[src/rtl/adc_sample_packer_pkg.sv]
// Shared types and helpers for the ADC sample packer: FSM state encoding
// and the slot-counter width derived from the pack depth.
package adc_sample_packer_pkg;

    typedef enum logic [1:0] {
        ST_IDLE  = 2'd0,
        ST_RUN   = 2'd1,
        ST_FLUSH = 2'd2
    } state_e;

    localparam int PACK_N_DEF = 8;

    // Slot counter width for a given pack depth (clog2, never below 1 bit).
    function automatic int slot_w(input int pack_n);
        return (pack_n < 2) ? 1 : $clog2(pack_n);
    endfunction

endpackage

[src/rtl/adc_chan_shifter.sv]
// One channel's PACK_N x SAMPLE_W shift buffer. New samples enter the LSB slot,
// so the first sample of a word ends up in the MSB slot.
module adc_chan_shifter #(
    parameter int SAMPLE_W = 16,
    parameter int PACK_N   = 8
) (
    input  logic                         clk_100M,
    input  logic                         ch_A_rst_n,
    input  logic                         clr_i,
    input  logic                         en_i,
    input  logic                         shift_i,
    input  logic [SAMPLE_W-1:0]          din_i,
    output logic [PACK_N*SAMPLE_W-1:0]   buf_d_o,
    output logic [PACK_N*SAMPLE_W-1:0]   buf_q_o
);

    localparam int BUF_W = PACK_N * SAMPLE_W;

    logic [BUF_W-1:0] buf_q;
    logic [BUF_W-1:0] buf_d;

    // A disabled channel is forced to zero so its packed word reads as all zeros.
    always_comb begin
        buf_d = buf_q;
        if (clr_i || !en_i) begin
            buf_d = '0;
        end else if (shift_i) begin
            buf_d = {buf_q[BUF_W-SAMPLE_W-1:0], din_i};
        end
    end

    always_ff @(posedge clk_100M or negedge ch_A_rst_n) begin
        if (!ch_A_rst_n) begin
            buf_q <= '0;
        end else begin
            buf_q <= buf_d;
        end
    end

    assign buf_d_o = buf_d;
    assign buf_q_o = buf_q;

endmodule

[src/rtl/adc_sample_packer.sv]
// Dual/multi-channel ADC sample packer: start/stop FSM, decimation, test pattern,
// one-deep output register with drop accounting, sticky over-range flags.
module adc_sample_packer
    import adc_sample_packer_pkg::*;
#(
    parameter int NUM_CH   = 2,
    parameter int SAMPLE_W = 16,
    parameter int PACK_N   = PACK_N_DEF,
    parameter int DECIM_W  = 8,
    parameter int CNT_W    = 16
) (
    input  logic                                clk_100M,
    input  logic                                ch_A_rst_n,
    input  logic [NUM_CH*SAMPLE_W-1:0]          sample_in,
    input  logic                                sample_in_vld,
    input  logic [NUM_CH-1:0]                   or_in,
    input  logic                                start_sample,
    input  logic                                stop_sample,
    input  logic [NUM_CH-1:0]                   ch_en,
    input  logic [DECIM_W-1:0]                  decim_cfg,
    input  logic                                test_mode,
    output logic [NUM_CH*PACK_N*SAMPLE_W-1:0]   pack_data,
    output logic                                pack_valid,
    output logic                                pack_last,
    input  logic                                pack_ready,
    output logic                                busy,
    output logic                                alg_rst_trig,
    output logic [NUM_CH-1:0]                   overflow,
    output logic [CNT_W-1:0]                    drop_cnt,
    output logic [1:0]                          dbg_state_o
);

    localparam int SL_W = slot_w(PACK_N);
    localparam int CH_W = PACK_N * SAMPLE_W;
    localparam logic [SL_W-1:0] LAST_SLOT = SL_W'(PACK_N - 1);

    state_e                    state_q, state_d;
    logic [NUM_CH-1:0]         ch_en_q, ch_en_d;
    logic [DECIM_W-1:0]        decim_cfg_q, decim_cfg_d;
    logic                      test_mode_q, test_mode_d;
    logic [DECIM_W-1:0]        decim_q, decim_d;
    logic [SL_W-1:0]           slot_q, slot_d;
    logic [SAMPLE_W-1:0]       test_cnt_q, test_cnt_d;
    logic [NUM_CH*CH_W-1:0]    pack_data_q, pack_data_d;
    logic                      pack_valid_q, pack_valid_d;
    logic                      pack_last_q, pack_last_d;
    logic                      alg_rst_trig_q, alg_rst_trig_d;
    logic [NUM_CH-1:0]         overflow_q, overflow_d;
    logic [CNT_W-1:0]          drop_cnt_q, drop_cnt_d;

    logic                      start_go;
    logic                      accept;
    logic                      fill;
    logic                      shift;
    logic                      word_done;
    logic [NUM_CH*CH_W-1:0]    word_d;
    logic [NUM_CH*CH_W-1:0]    word_q;

    assign start_go  = (state_q == ST_IDLE) && start_sample;
    assign accept    = (state_q == ST_RUN) && sample_in_vld && (decim_q == '0);
    assign fill      = (state_q == ST_FLUSH) && (slot_q != '0);
    assign shift     = accept || fill;
    assign word_done = shift && (slot_q == LAST_SLOT);

    for (genvar c = 0; c < NUM_CH; c++) begin : g_ch
        logic [SAMPLE_W-1:0] din;
        // Flush zero-fills one slot per cycle until the partial word is complete.
        assign din = fill        ? '0 :
                     test_mode_q ? test_cnt_q :
                                   sample_in[c*SAMPLE_W +: SAMPLE_W];

        adc_chan_shifter #(
            .SAMPLE_W (SAMPLE_W),
            .PACK_N   (PACK_N)
        ) u_shifter (
            .clk_100M   (clk_100M),
            .ch_A_rst_n (ch_A_rst_n),
            .clr_i      (start_go),
            .en_i       (ch_en_q[c]),
            .shift_i    (shift),
            .din_i      (din),
            .buf_d_o    (word_d[c*CH_W +: CH_W]),
            .buf_q_o    (word_q[c*CH_W +: CH_W])
        );
    end

    always_comb begin
        state_d = state_q;
        case (state_q)
            ST_IDLE:  if (start_sample) state_d = ST_RUN;
            ST_RUN:   if (stop_sample)  state_d = ST_FLUSH;
            ST_FLUSH: if ((slot_q == '0) || (slot_q == LAST_SLOT)) state_d = ST_IDLE;
            default:  state_d = ST_IDLE;
        endcase
    end

    // Output handshake: a word transfers on any cycle where pack_valid && pack_ready;
    // pack_data/pack_last stay frozen while pack_valid is high and pack_ready is low.
    always_comb begin
        ch_en_d        = ch_en_q;
        decim_cfg_d    = decim_cfg_q;
        test_mode_d    = test_mode_q;
        decim_d        = decim_q;
        slot_d         = slot_q;
        test_cnt_d     = test_cnt_q;
        pack_data_d    = pack_data_q;
        pack_valid_d   = pack_valid_q;
        pack_last_d    = pack_last_q;
        overflow_d     = overflow_q;
        drop_cnt_d     = drop_cnt_q;
        alg_rst_trig_d = (state_q == ST_FLUSH) && (state_d == ST_IDLE);

        if (start_go) begin
            ch_en_d     = ch_en;
            decim_cfg_d = decim_cfg;
            test_mode_d = test_mode;
            decim_d     = '0;
            slot_d      = '0;
            test_cnt_d  = '0;
            overflow_d  = '0;
            drop_cnt_d  = '0;
        end else begin
            if ((state_q == ST_RUN) && sample_in_vld) begin
                decim_d    = (decim_q == decim_cfg_q) ? '0 : decim_q + 1'b1;
                overflow_d = overflow_q | (or_in & ch_en_q);
            end
            if (accept) test_cnt_d = test_cnt_q + 1'b1;
            if (shift)  slot_d = (slot_q == LAST_SLOT) ? '0 : slot_q + 1'b1;
        end

        if (pack_valid_q && pack_ready) pack_valid_d = 1'b0;
        if (word_done) begin
            if (!pack_valid_q || pack_ready) begin
                pack_data_d  = word_d;
                pack_valid_d = 1'b1;
                pack_last_d  = (state_q == ST_FLUSH);
            end else if (drop_cnt_q != '1) begin
                drop_cnt_d = drop_cnt_q + 1'b1;
            end
        end
    end

    always_ff @(posedge clk_100M or negedge ch_A_rst_n) begin
        if (!ch_A_rst_n) begin
            state_q        <= ST_IDLE;
            ch_en_q        <= '0;
            decim_cfg_q    <= '0;
            test_mode_q    <= 1'b0;
            decim_q        <= '0;
            slot_q         <= '0;
            test_cnt_q     <= '0;
            pack_data_q    <= '0;
            pack_valid_q   <= 1'b0;
            pack_last_q    <= 1'b0;
            alg_rst_trig_q <= 1'b0;
            overflow_q     <= '0;
            drop_cnt_q     <= '0;
        end else begin
            state_q        <= state_d;
            ch_en_q        <= ch_en_d;
            decim_cfg_q    <= decim_cfg_d;
            test_mode_q    <= test_mode_d;
            decim_q        <= decim_d;
            slot_q         <= slot_d;
            test_cnt_q     <= test_cnt_d;
            pack_data_q    <= pack_data_d;
            pack_valid_q   <= pack_valid_d;
            pack_last_q    <= pack_last_d;
            alg_rst_trig_q <= alg_rst_trig_d;
            overflow_q     <= overflow_d;
            drop_cnt_q     <= drop_cnt_d;
        end
    end

    assign pack_data    = pack_data_q;
    assign pack_valid   = pack_valid_q;
    assign pack_last    = pack_last_q;
    assign busy         = (state_q != ST_IDLE);
    assign alg_rst_trig = alg_rst_trig_q;
    assign overflow     = overflow_q;
    assign drop_cnt     = drop_cnt_q;
    assign dbg_state_o  = state_q;

endmodule

[config.mk]
export PLATFORM = sky130hd
export DESIGN_NAME = adc_sample_packer
export DESIGN_NICKNAME = d
export VERILOG_FILES = /design/src/rtl/adc_sample_packer_pkg.sv /design/src/rtl/adc_chan_shifter.sv /design/src/rtl/adc_sample_packer.sv
export SDC_FILE = /design/constraint.sdc
export NUM_CORES = 1
export LEC_CHECK = 0
export ABC_AREA = 1
export CAP_MARGIN = 10
export CORE_ASPECT_RATIO = 2
export CORE_UTILIZATION = 45
export DETAILED_ROUTE_END_ITERATION = 8
export PLACE_DENSITY_LB_ADDON = 0.1
export SETUP_SLACK_MARGIN = 0.05
export SLEW_MARGIN = 5
export SYNTH_ARGS = -nofsm -noshare
export SYNTH_HDL_FRONTEND = slang
export SYNTH_SLANG_ARGS = --single-unit
[constraint.sdc]
create_clock -name clk_100M -period 1.9 [get_ports clk_100M]
set_input_delay 0.475 -clock clk_100M [delete_from_list [all_inputs] [get_ports clk_100M]]
set_output_delay 0.475 -clock clk_100M [all_outputs]
set_load 0.01 [all_outputs]
; Word level (Yosys, flattened, before mapping)
; Index checks and enable logic that the tools add are counted.
[op_classes]
add_sub_neg = 4
eq_ne = 5
muxes = 29
bitwise = 2
n_reduce_logical = 25
[op_table]
columns = operator, count
row1 = 2-to-1 mux 128 bit, 4
row2 = 2-to-1 mux 16 bit, 10
row3 = "adder 16 x 1 -> 16 bit, second input constant", 2
row4 = 2-to-1 mux 8 bit, 3
row5 = "!= test 16 bit, second input constant", 1
row6 = 2-to-1 mux 2 bit, 5
row7 = 2-to-1 mux 3 bit, 3
row8 = "adder 8 x 1 -> 8 bit, second input constant", 1
row9 = equality test 8 bit, 1
row10 = logical NOT 8 bit, 1
row11 = nonzero test 2 bit, 4
row12 = logical AND 1 bit, 7
row13 = case mux 2 bit (3 select lines), 1
row14 = logical OR 1 bit, 5
row15 = logical NOT 2 bit, 2
row16 = "adder 3 x 1 -> 3 bit, second input constant", 1
row17 = "equality test 3 bit, second input constant", 1
row18 = logical NOT 1 bit, 3
row19 = logical NOT 3 bit, 1
row20 = 2-to-1 mux 1 bit, 3
row21 = nonzero test 3 bit, 1
row22 = AND 2 bit, 1
row23 = "equality test 2 x 1 -> 1 bit, second input constant", 1
row24 = "equality test 2 bit, second input constant", 1
row25 = other kinds (2), 2
[word_totals]
register_bits = 573
wordCells = 80

; Logic depth before layout (Yosys ltp)
[logic_depth]
depth_word = 6
depth_mapped = 14

; Hierarchy
; A second synthesis with hierarchy kept.
[unflattened]
hier_cells = 2848
area_unflattened_um2 = 24549.8
[by_module_without_submodules]
columns = mod, instances, cells_per_inst, area_per_inst_um2, seq_area_each_um2
row1 = adc_sample_packer, 1, 1734, 14259.9, 7932.6
row2 = adc_chan_shifter, 2, 557, 5144.9, 3203.1

; Worst setup path after synthesis
; No wires, ideal clock.
[synth_path]
path_kind = register to register
from = register decim_q[0]
to = register pack_data_q[19], in the netlist pack_data[19]
setup_time_ns = 0.117
arrival_time_ns = 1.773
required_time_ns = 1.783
slack_ns = 0.010
stages_incl_launch_ff = 15
n_path_buf = 3
cell_sequence = dfrtp_1 > inv_1 > ha_1 > inv_1 > nor2_1 > nand3_2 > nand2_2 > nand2_4 > nor2_4 > inv_2 > buf_6 > buf_6 > buf_6 > nand2_1 > nand2_1
[synth_between]
elab_chain_cells = 5
word_cells_on_any_way = 7
[synth_lines]
columns = item, line_no
row1 = from (decl), adc_sample_packer.sv:41  ; logic [DECIM_W-1:0] decim_q, decim_d;
row2 = from (signal assigned), adc_sample_packer.sv:163  ; decim_q <= decim_d;
row3 = logical NOT 8 bit *, adc_sample_packer.sv:60  ; assign accept = (state_q == ST_RUN) && sample_in_vld && (decim_q == '0);
row4 = logical AND 1 bit *, adc_sample_packer.sv:60
row5 = logical OR 1 bit *, adc_sample_packer.sv:62  ; assign shift = accept || fill;
row6 = 2-to-1 mux 128 bit or logical AND 1 bit (tied branches), "adc_chan_shifter.sv:27, adc_sample_packer.sv:63"
row7 = 2-to-1 mux 128 bit or AND reduction 2 bit (tied branches), --
row8 = to (signal assigned), adc_sample_packer.sv:166  ; pack_data_q <= pack_data_d;
row9 = to (decl), adc_sample_packer.sv:44  ; logic [NUM_CH*CH_W-1:0] pack_data_q, pack_data_d;
; Every way passes the cells marked *; elsewhere a longest branch is shown, timed or not.
; A chain may end at the register's enable or synchronous reset.

; Final worst setup path
[layout_path]
from = register decim_q[1]
to = register pack_data_q[86], in the netlist pack_data[86]
[layout_between]
elab_chain_cells = 5
word_cells_on_any_way = 7
[layout_lines]
columns = item, line_no
row1 = logical NOT 8 bit, adc_sample_packer.sv:60
row2 = logical AND 1 bit, adc_sample_packer.sv:60
row3 = logical OR 1 bit, adc_sample_packer.sv:62
row4 = 2-to-1 mux 128 bit, adc_chan_shifter.sv:27  ; end else if (shift_i) begin
row5 = 2-to-1 mux 128 bit, adc_chan_shifter.sv:25  ; if (clr_i || !en_i) begin
row6 = net g_ch[0].u_shifter.buf_d_o[86], adc_chan_shifter.sv:13  ; output logic [PACK_N*SAMPLE_W-1:0] buf_d_o,
; The timed path passes the listed nets, and every way through them passes these cells.

==> results.ini <==
[sta]
fin_ws_ns=-0.1884
fmax_mhz=478.8
slew_headroom_pct=69.33
finalMaxSlewViolations=0
tightest_slew_ns=0.4601
fin_setup_tns_ns=-30.64
final-setup-viol-count=422
finalCritPeriodShare_pct=109.9
finalHoldViolations=0
rsz0062_at_grt=true
timing.final.crit_period_ns=2.088
skew_ns=0.01884
hold_slack_ns=0.4129

[routing]
viasPerCell=5.212
drtAntennaViolNets=0
post-route-drc-count=0
drt_iter0_markers=1474
wl_mm=81.90
dr_total_vias=20570
wl_per_cell_um=20.75
dr.pass1.iters=5

[setup_path]
start_kind=flip-flop
path_delay_family=simple AND/OR/NAND/NOR gates
path_buf_inv=5
cp.required_ns=2.44
crit_path_top_delay_cell=dfrtp_1
cp.depth=13
cp_common_cell=nand2_1
reg2regPathDepth=13
critical_path_arrival_ns=2.62
crit_chain=inv_2 -> ha_4 -> inv_2 -> nor2_4 -> nand3_4 -> nand2_8 -> buf_12 -> buf_16 -> buf_12 -> nand2_1 -> a21oi_1 -> nand2_1 -> nand2_1
criticalPathCategory=flip-flop to flip-flop
cp_max_fo=15
cp-startpoint=decim_q[1]
end_kind=flip-flop
crit_path_end=pack_data[86]
slowest_delay_ns=0.40
r2r_start=decim_q[1]
r2r-end=pack_data[86]
rrSetupSlack_ns=-0.19

[global_route]
antenna_found_initial=10
grt_pass1_wl_mm=121.5
track_usage_pct=30.11
grt-ovfl-total=0
grt_start_max_net_pins=80
grt_pass1_vias=20910

[floorplan]
die_h_um=326.2
die-area_um2=53520
core_area_um2=51820
boundaryPins=331
start_util_pct=45.63
die_w_um=164.1
rows=118

[synthesis]
yosysSeqAreaShare_pct=60.64
synth_warnings=0
synth_top_family_by_area=simple AND/OR/NAND/NOR gates
synth_area_um2=23650
synth_mux_area_share_pct=0
async_flop_share_pct=100.0
avgSynthCellArea_um2=8.642
synth_xor_area_share_pct=0.6297
synth-simple-area-share_pct=21.65
synth_ff_type=dfrtp_1
synthCells=2736
synth_edf_count=0
synth_cell_types=34
synth_compound_area_share_pct=9.747
synthAdderAreaFrac_pct=0.3704
synth_nets=2794
yosys_register_bits=573

[outcome]
outcome=finished with violations
violations=setup timing

[cts]
ctsHtreeMaxLevel=2
worstSkewPairLatency_ns=0.60
cts.sinks=573
max-clock-path-buffers=3
cts_tree=done
root_buffer=clkbuf_16
cts_made_buffers=50
clk_pin_slew_ns=0.07

[power_and_ir_drop]
irDropWorstVdd_v=0.0009119
p_comb_share_pct=29.7
p_int_w=0.02342
power_per_cell_area_nw_per_um2=1024
leakage_nw=17.07
seqPwrFrac_pct=37.9
swShare_pct=32.45
p_total_w=0.03467
power_switching_w=0.01125
pwr-share-clk_pct=32.4

[min_path]
hold_path.class=input pin to flip-flop

[final_layout]
area_growth_pct=43.14
final_common_cell=nand2_1
drive_gt1_share_pct=20.81
nets=3296
layout_common_cells=nand2_1, dfrtp_1, inv_1

[job]
maxCapViolCount=0

[placement]
gp_congestion=0.8749
io_buffer_count=330
dp_hpwl_mm=52.93

==> worst min path at each step <==
stage                       startpoint                            end  cells after the start
after global routing      decim_cfg[4]                 decim_cfg_q[4]                      3
final                     decim_cfg[6]                 decim_cfg_q[6]                      3
after CTS                 decim_cfg[6]                 decim_cfg_q[6]                      3
after floorplan             ch_A_rst_n                   alg_rst_trig                      0
after detailed placement    ch_A_rst_n                 pack_data[220]                      2
after global placement      ch_A_rst_n  g_ch[1].u_shifter.buf_q_o[79]                      2
==> synthesized netlist by cell type (all sizes together) (2+ instances only) <==
master  number  area share (%)
o21a         4            0.13
xnor2       11            0.41
nand2     1212              19
nand4       12            0.32
buf        105             2.8
a31oi        6            0.16
nand3       34            0.74
a21oi      236             5.0
o21ai      153             3.2
ha           7            0.37
nor4         2           0.053
clkbuf      43            0.68
nor2        59            0.97
inv        221             3.5
nor3        12            0.25
xor2         6            0.22
dfrtp      573              61
o211ai      32             1.0
a22o         2           0.074
==> metal layers <==
layer / GRT usage (%) / share of wire (%)
met2: 52.32 / 51
met3: 5.106 / 5.4
met4: 17.81 / 6.7
met1: 34.19 / 37
met5: 0 / 0.044
==> worst register-to-register path: stages (launching register included) <==
cell and delay, ns:
dfrtp_1 0.40, inv_2 0.08, ha_4 0.14, inv_2 0.04, nor2_4 0.09, nand3_4 0.11
nand2_8 0.12, buf_12 0.16, buf_16 0.17, buf_12 0.16, nand2_1 0.08, a21oi_1 0.27
nand2_1 0.13, nand2_1 0.08
==> power groups by stage <==
stage / sequential (W) / clock (W) / combinational [W]
after CTS: 0.0131 / 0.0114 / 0.00944
after global placement: 0.0133 / 0 / 0.00744
after floorplan: 0.0133 / 0 / 0.00389
final: 0.0131 / 0.0112 / 0.0103
after global routing: 0.0132 / 0.0118 / 0.0110
after detailed placement: 0.0134 / 0 / 0.00753
==> sequential cells by signal (all words and copies together) (netlist names) <==
register and flops:
decim_q 8, pack_data 256, test_cnt_q 16, g_ch.u_shifter.buf_q_o 256, pack_last 1, ch_en_q 2, drop_cnt 16, test_mode_q 1
alg_rst_trig 1, slot_q 3, overflow 2, decim_cfg_q 8, dbg_state_o 2, pack_valid 1
==> logic make-up after synthesis <==
logic type / count (synthesis)
simple gates: 1332
flops: 573
compound gates: 437
buf+inv: 370
xor+xnor: 17
fa+ha+maj: 7
==> repair_timing <==
action,4_1_cts,5_1_grt
resized for setup,347,342
setup buffers,49,24
hold buffers,1,0
gates cloned,32,15
endpoints found under the setup margin,705,716
pin swaps,36,64
endpoints found under the hold margin,136,0
==> final cells by class <==
cell class / instances / area, um^2
sequential: 573 / 14350
clock buffer: 66 / 1423
timing repair inverter: 2 / 31.28
antenna: 8 / 20.02
fill: 4225 / 17980
timing repair buffer: 596 / 7029
tap: 660 / 825.8
multi-input combinational: 1793 / 8944
inverter: 222 / 865.8
clock inverter: 26 / 360.3
==> per-stage QoR <==
| stage | cells | setup WS [ns] | util, % | instance area (um^2) |
|---|---|---|---|---|
| 5_1_grt | 3939 | -0.2662 | 65.28 | 33830 |
| 6_report | 3946 | -0.1884 | 65.31 | 33850 |
| 3_5_place_dp | 3738 | -0.6551 | 55.33 | 28670 |
| 3_3_place_gp | 3738 | -0.6074 | 55.33 | 28670 |
| 4_1_cts | 3908 | -0.1941 | 62.38 | 32330 |
| 2_1_floorplan | 2736 | 0.03696 | - | 23650 |
(Power assumes the default switching activity.)
